**config.mk**
```make
export PLATFORM = sky130hd
export DESIGN_NAME = mem_port_arbiter
export DESIGN_NICKNAME = d
export VERILOG_FILES = /design/src/rtl/mem_port_arbiter.sv
export SDC_FILE = /design/constraint.sdc
export NUM_CORES = 1
export LEC_CHECK = 0
export ABC_AREA = 0
export CORE_MARGIN = 4
export CORE_UTILIZATION = 45
export CTS_CLUSTER_DIAMETER = 30
export DETAILED_ROUTE_END_ITERATION = 10
export GPL_TIMING_DRIVEN = 0
export HOLD_SLACK_MARGIN = 0.1
export PLACE_DENSITY_LB_ADDON = 0.05
export SLEW_MARGIN = 20
export SYNTH_ARGS = -nofsm -noshare
export SYNTH_HDL_FRONTEND = slang
export SYNTH_SLANG_ARGS = --single-unit
```
**constraint.sdc**
```tcl
create_clock -name clk -period 3.14 [get_ports clk]
set_input_delay 0.942 -clock clk [delete_from_list [all_inputs] [get_ports clk]]
set_output_delay 0.942 -clock clk [all_outputs]
set_load 0.02 [all_outputs]
```
**src/rtl/mem_port_arbiter.sv**
```systemverilog
// mem_port_arbiter: round-robin sharing of one memory port among NUM_REQ requesters,
// with a fixed-length access window and an idle-timeout low-power state.
module mem_port_arbiter #(
   parameter int NUM_REQ       = 4,
   parameter int ADDR_W        = 4,
   parameter int DATA_W        = 8,
   parameter int ACCESS_CYCLES = 2,
   parameter int IDLE_TIMEOUT  = 10
) (
   input  logic                       clk,
   input  logic                       rst,
   input  logic [NUM_REQ-1:0]         req,
   input  logic [NUM_REQ-1:0]         rw,
   input  logic [NUM_REQ*ADDR_W-1:0]  addr,
   input  logic [NUM_REQ*DATA_W-1:0]  wdata,
   output logic [NUM_REQ-1:0]         gnt,
   output logic [NUM_REQ-1:0]         done,
   output logic [DATA_W-1:0]          rdata,
   output logic                       mem_en,
   output logic                       mem_we,
   output logic [ADDR_W-1:0]          mem_addr,
   output logic [DATA_W-1:0]          mem_wdata,
   input  logic [DATA_W-1:0]          mem_rdata,
   output logic                       low_power
);
   localparam int IW = NUM_REQ > 1 ? $clog2(NUM_REQ) : 1;
   typedef enum logic [1:0] {IDLE, ACCESS, DONE, LOW_POWER} state_t;
   state_t r_state, w_next;
   logic [IW-1:0] r_ptr, r_win, w_win, w_k;
   logic [7:0] r_idle_cnt;
   logic [3:0] r_acc_cnt;
   logic r_rw;
   logic [ADDR_W-1:0] r_addr;
   logic [DATA_W-1:0] r_wdata, r_rdata;
   logic [NUM_REQ-1:0] r_gnt;
   logic w_any, w_last;
   assign w_any  = |req;
   assign w_last = r_acc_cnt == 4'(ACCESS_CYCLES - 1);
   assign gnt    = r_gnt;
   assign rdata  = r_rdata;
   // Scan from the farthest offset back toward ptr so the nearest requester wins last.
   always_comb begin
      w_win = '0;
      w_k   = '0;
      for (int i = NUM_REQ - 1; i >= 0; i--) begin
         w_k = IW'((int'(r_ptr) + i) % NUM_REQ);
         if (req[w_k]) w_win = w_k;
      end
   end
   always_ff @(posedge clk) begin
      if (rst) r_state <= IDLE;
      else     r_state <= w_next;
   end
   always_comb begin
      w_next    = r_state;
      done      = '0;
      mem_en    = 1'b0;
      mem_we    = 1'b0;
      mem_addr  = '0;
      mem_wdata = '0;
      low_power = 1'b0;
      case (r_state)
         IDLE: w_next = w_any ? ACCESS : (r_idle_cnt == 8'(IDLE_TIMEOUT - 1)) ? LOW_POWER : IDLE;
         ACCESS: begin
            mem_en    = 1'b1;
            mem_we    = r_rw;
            mem_addr  = r_addr;
            mem_wdata = r_wdata;
            w_next    = w_last ? DONE : ACCESS;
         end
         DONE: begin
            done[r_win] = 1'b1;
            w_next      = IDLE;
         end
         default: begin
            low_power = 1'b1;
            w_next    = w_any ? IDLE : LOW_POWER;
         end
      endcase
   end
   always_ff @(posedge clk) begin
      if (rst) begin
         r_ptr      <= '0;
         r_win      <= '0;
         r_idle_cnt <= '0;
         r_acc_cnt  <= '0;
         r_rw       <= 1'b0;
         r_addr     <= '0;
         r_wdata    <= '0;
         r_rdata    <= '0;
         r_gnt      <= '0;
      end else begin
         r_acc_cnt  <= (r_state == ACCESS) ? r_acc_cnt + 4'd1 : 4'd0;
         r_idle_cnt <= (r_state == IDLE && !w_any) ? r_idle_cnt + 8'd1 : 8'd0;
         if (r_state == IDLE && w_any) begin
            r_win   <= w_win;
            r_rw    <= rw[w_win];
            r_addr  <= addr[w_win*ADDR_W +: ADDR_W];
            r_wdata <= wdata[w_win*DATA_W +: DATA_W];
            r_gnt   <= NUM_REQ'(1) << w_win;
         end
         if (r_state == ACCESS && w_last && !r_rw) r_rdata <= mem_rdata;
         if (r_state == DONE) begin
            r_gnt <= '0;
            r_ptr <= (r_win == IW'(NUM_REQ - 1)) ? '0 : r_win + 1'b1;
         end
      end
   end
endmodule

```
Yosys cells after proc, flatten, opt, wreduce, memory -nomap -nowiden
Index checks and enable logic that the tools add are counted.
{"block": "op_classes", "n_eq_ne": 5, "reduce_logical": 13, "add_sub_neg": 6, "n_mux": 28, "bitwise_logic": 2, "shift": 3, "n_lt_le_gt_ge": 7}
{"operator": "$shiftx A32 B6 Y8", "count": 1}
{"operator": "$lt A2 B3 Y1 const B", "count": 6}
{"operator": "$mux W2", "count": 9}
{"operator": "$shiftx A16 B5 Y4", "count": 1}
{"operator": "$bmux W1 S2", "count": 5}
{"operator": "$mux W1", "count": 9}
{"operator": "$add A8 B1 Y8 const B", "count": 1}
{"operator": "$eq A8 B4 Y1 const B", "count": 1}
{"operator": "$mux W4", "count": 2}
{"operator": "$mux W8", "count": 1}
{"operator": "$pmux W2 S3", "count": 1}
{"operator": "$reduce_or A2 Y1", "count": 3}
{"operator": "$logic_and A1 B1 Y1", "count": 5}
{"operator": "$add A2 B1 Y2 const B", "count": 2}
{"operator": "$add A2 B2 Y2 const B", "count": 2}
{"operator": "$add A4 B1 Y4 const B", "count": 1}
{"operator": "$eq A2 B2 Y1 const B", "count": 2}
{"operator": "$eq A4 B1 Y1 const B", "count": 1}
{"operator": "$reduce_or A4 Y1", "count": 1}
{"operator": "$shl A1 B2 Y4 const A", "count": 1}
{"operator": "$reduce_or A3 Y1", "count": 1}
{"operator": "$demux W1 S2", "count": 1}
{"operator": "$eq A2 B1 Y1 const B", "count": 1}
{"operator": "$ge A2 B1 Y1 const B", "count": 1}
{"operator": "other kinds (3)", "count": 5}
{"block": "word_totals", "ff_bits": 43}

Depth between registers and ports, before layout
{"block": "depth", "word_depth": 9, "mapped_depth": 8, "ltp_nobuf": 7}

Worst setup path after synthesis
OpenSTA, ideal clock, no wires.
{"block": "synth_timing", "kind": "input to register", "from": "input req[1]", "to": "register r_rw", "path_buffers": 3, "path_stages": 8, "slack_ns": 0.849, "setup_ns": 0.079, "arrival_time_ns": 2.212, "required_ns": 3.061, "path_cell_list": "or4_1 -> clkbuf_2 -> and2_1 -> buf_6 -> nor2_4 -> buf_6 -> nand2_1 -> o211ai_1"}
{"block": "synth_between", "elab_chain_len": 8, "elab_cells_between_ends": 16}
{"element": "start: declaration", "line": "12", "text": "input logic [NUM_REQ-1:0] req,"}
{"element": "$bmux W1 S2", "line": "47", "text": "if (req[w_k]) w_win = w_k;"}
{"element": "$mux W1 (implied by the code)", "line": "47"}
{"element": "$mux W2 (4 in a row)", "line": "47"}
{"element": "$bmux W1 S2", "line": "97", "text": "r_rw <= rw[w_win];"}
{"element": "$mux W1 (implied by the code)", "line": "97"}
{"element": "end signal: assignment", "line": "97"}
{"element": "end: declaration", "line": "32", "text": "logic r_rw;"}
Several ways; a longest one is shown, not always the timed one. The select of a mux whose other input is x is not followed.
A chain may end at the register's enable or synchronous reset.

Worst setup path after layout
{"block": "layout_timing", "from": "register r_state[1]", "to": "output mem_wdata[5]"}
{"block": "layout_between", "elab_chain_len": 2}
{"element": "start: declaration", "line": "28", "text": "state_t r_state, w_next;"}
{"element": "start signal: assignment", "line": "52", "text": "else r_state <= w_next;"}
{"element": "$eq A2 B1 Y1", "line": "62", "text": "case (r_state)"}
{"element": "$mux W8", "line": "62"}
{"element": "end: declaration", "line": "22", "text": "output logic [DATA_W-1:0] mem_wdata,"}
No other way between the ends.

==> qor.csv <==
stage;metric;value;unit
cts;ctsLongestPathBuffers;2;
cts;clk_latency;0.29;ns
global_routing;grt_pass1_vias;2076;
synthesis;synth_edf_count;0;
place;post-dp-hpwl;4760;um
timing;finalClockSkew;0.00560;ns
setup_path;cp_max_fo;7;
cells_and_area;area_growth;48.9;%
synthesis;synthCells;274;
cells_and_area;regArea;861;sq um
drt;wire_per_inst;13.7;um
floorplan;dieHeight;80.0;um
global_routing;grt_overflow_total;0;
power_and_ir_drop;leakage;1.37;nW
timing;max_freq;350;MHz
synthesis;synth_top_area_cell;dfxtp_1;
drt;vias;2224;
cts;cts_hold_buf;0;
setup_path;slowest_delay;0.55;ns
setup_path;critPathCaptureType;output port;
synthesis;synth_top_cell_area_share;36.9;%
synthesis;synth_warnings;0;
timing;rsz0062_at_grt;no;
cts;cts_tree;yes;
drt;drtPass1Iterations;4;
hold_path;hold_path_class;flip-flop to flip-flop;
drt;drc;0;
flow_run;drv_cap;0;
synthesis;ys_ff_latch;43;
timing;tightestPinTransition;0.562;ns
cts;numCtsBuffers;5;
synthesis;synth_common_cells;43 x dfxtp_1, 28 x nor2_1, 23 x mux2i_1;
timing;setup_tns;0;ns
place;gp_congestion;0.788;
cells_and_area;multi_input_area;1350;sq um
cts;clk_pin_slew;0.08;ns
drt;final_antenna_net_count;0;
timing;slew_headroom;62.0;%
floorplan;start_util;47.7;%
drt;viasPerCell;5.00;
setup_path;crit_chain;nand2b_2 > clkinvlp_4 > and2_1 > clkdlybuf4s50_1;
cells_and_area;fin_cells;445;
place;io_buffer_count;96;
place;pre_cts_ws;0.0972;ns
synthesis;synth_area_leaders;dfxtp_1 37%, mux2i_1 9.9%, and2_1 4.8%;
cells_and_area;antennaDiodeCount;0;
synthesis;ys.flop_type;dfxtp_1;
setup_path;worstSetupStartpointType;flip-flop;
setup_path;setup.worst_path.class;flip-flop to output port;
timing;finalCritPeriodShare;91.1;%
timing;slew_viol_final;0;
synthesis;async_reset_ff_share;0;%
setup_path;arrival;1.92;ns
floorplan;io_pins;97;
global_routing;grt_max_degree;15;
cts;clock_sinks;43;
timing;setup_viol;0;
cts;cts_root_buf;clkbuf_8;
cells_and_area;nFillCells;414;
synthesis;synth.distinct_cells;35;
power_and_ir_drop;ir_drop;0.189;mV
floorplan;row_count;25;
setup_path;cp.required;2.20;ns
floorplan;core_region_area;4880;sq um
floorplan;die_w;80.0;um
drt;finalWirelength;6100;um
global_routing;grt_use_total;18.4;%
status;status;finished clean;
global_routing;grt_pass1_wl;9260;um
synthesis;yosysSeqAreaShare;36.9;%
cts;cts_setup_buffers;0;
cells_and_area;stdcell_area;3470;sq um
place;dp_cells;437;
synthesis;avgSynthCellArea;8.50;sq um
timing;hold_slack;0.458;ns
synthesis;syn_area;2330;sq um
synthesis;syn_nets;348;
place;postPlaceCellArea;3370;sq um
timing;worst_slack;0.280;ns
setup_path;cp_slowest_cell;clkdlybuf4s50_1;
cells_and_area;drive_above_1_share;6.35;%
drt;drt_iter0_markers;42;
cells_and_area;finalNetCount;451;
setup_path;r2r_slack;1.17;ns
global_routing;grt_antenna_before_repair;0;
power_and_ir_drop;power.density;355;nW/um^2
synthesis;synth.most_common_cell;dfxtp_1;
timing;min_period;2.86;ns
floorplan;die_area;6390;sq um
cts;htree_levels;2;
timing;hold_violations;0;
[flip-flops by register name (all words and copies together) (netlist names)]
signal and cells:
r_idle_cnt 8, r_wdata 8, rdata 8, gnt 4
r_acc_cnt 4, r_addr 4, r_ptr 2, r_state 2
r_win 2, r_rw 1
[timing repair]
item / CTS / global route
endpoints found under the setup margin: 9 / 1
pin swaps: 0 / 0
cloned: 0 / 1
gates resized for setup: 0 / 3
[final timing paths]
| check | startpoint | endpoint | cells past startpoint |
|---|---|---|---|
| max | r_state[1] | mem_wdata[5] | 4 |
| min | gnt[3] | gnt[3] | 2 |
| min reg2reg | gnt[3] | gnt[3] | 2 |
| max reg2reg | r_state[1] | r_wdata[5] | 6 |
[placed cells by master, fill, tap and decap left out, types with 2 or more instances in the layout]
cell type	Yosys	final
or2_2	3	3
nand2b_1	4	3
and2_1	18	18
xnor2_1	3	3
clkdlybuf4s50_1	0	96
a21oi_1	9	9
nand2_1	22	22
a21boi_0	13	13
nor3_1	5	5
o21ai_0	13	13
inv_1	7	6
nor2b_1	3	3
clkbuf_8	0	5
or3_1	2	2
or4_1	2	2
nand3_1	7	7
buf_6	4	4
buf_2	3	3
dfxtp_1	43	43
mux2i_1	23	23
and3_1	15	15
nor2_1	28	28
ha_1	8	8
nor4b_1	2	2
o211ai_1	13	13
xor2_1	5	5
clkbuf_1	9	9
clkinvlp_4	0	3
[metal layers]
| metal | global-route usage [%] | share of wire (%) | wire length [um] | vias to the layer above |
|---|---|---|---|---|
| met2 | 31.7 | 49 | 2980 | 73 |
| met3 | 5.64 | 8.0 | 490 | 2 |
| met1 | 21.5 | 43 | 2600 | 1007 |
| met4 | 5.91 | 0.57 | 35 | 0 |
| li1 | - | - | - | 1142 |
| met5 | 0 | 0 | 0 | - |
[worst max-delay path: cells and delay by family, from the launching register on]
family	cells	cell delay [ns]
DFF	1	0.41
and+or+nand+nor	2	0.46
buffers and inverters	2	0.75
[cells by family (layout without fill, tap and decap cells)]
logic type	Yosys count	after routing	synth area share (%)
and+or+nand+nor	116	116	25.9
AOI/OAI and AO/OA	52	52	14.6
DFF	43	43	36.9
buffers and inverters	24	128	5.37
muxes	23	23	9.88
adders and majority gates	8	8	4.30
xor gates and xnor gates	8	8	3.01
[final cells by class]
cell class / instances / share of cell area (%)
multi-input combinational: 207 / 38.8
timing repair buffer: 96 / 27.7
sequential: 43 / 24.8
buffer: 16 / 2.74
tap: 67 / 2.42
clock buffer: 6 / 2.09
inverter: 7 / 0.865
clock inverter: 2 / 0.361
timing repair inverter: 1 / 0.216
[report_power, final]
group / switching, mW / internal (mW) / leakage, nW
combinational: 0.130 / 0.166 / 0.978
clock: 0.189 / 0.156 / 0.0412
sequential: 0.0161 / 0.575 / 0.350
[stage by stage]
stage          power (mW)  util (%)
2_1_floorplan       0.747         -
3_3_place_gp        0.894      69.2
3_5_place_dp        0.898      69.2
4_1_cts              1.24      70.8
5_1_grt              1.29      71.1
6_report             1.23      71.1
(Power assumes the default switching activity.)
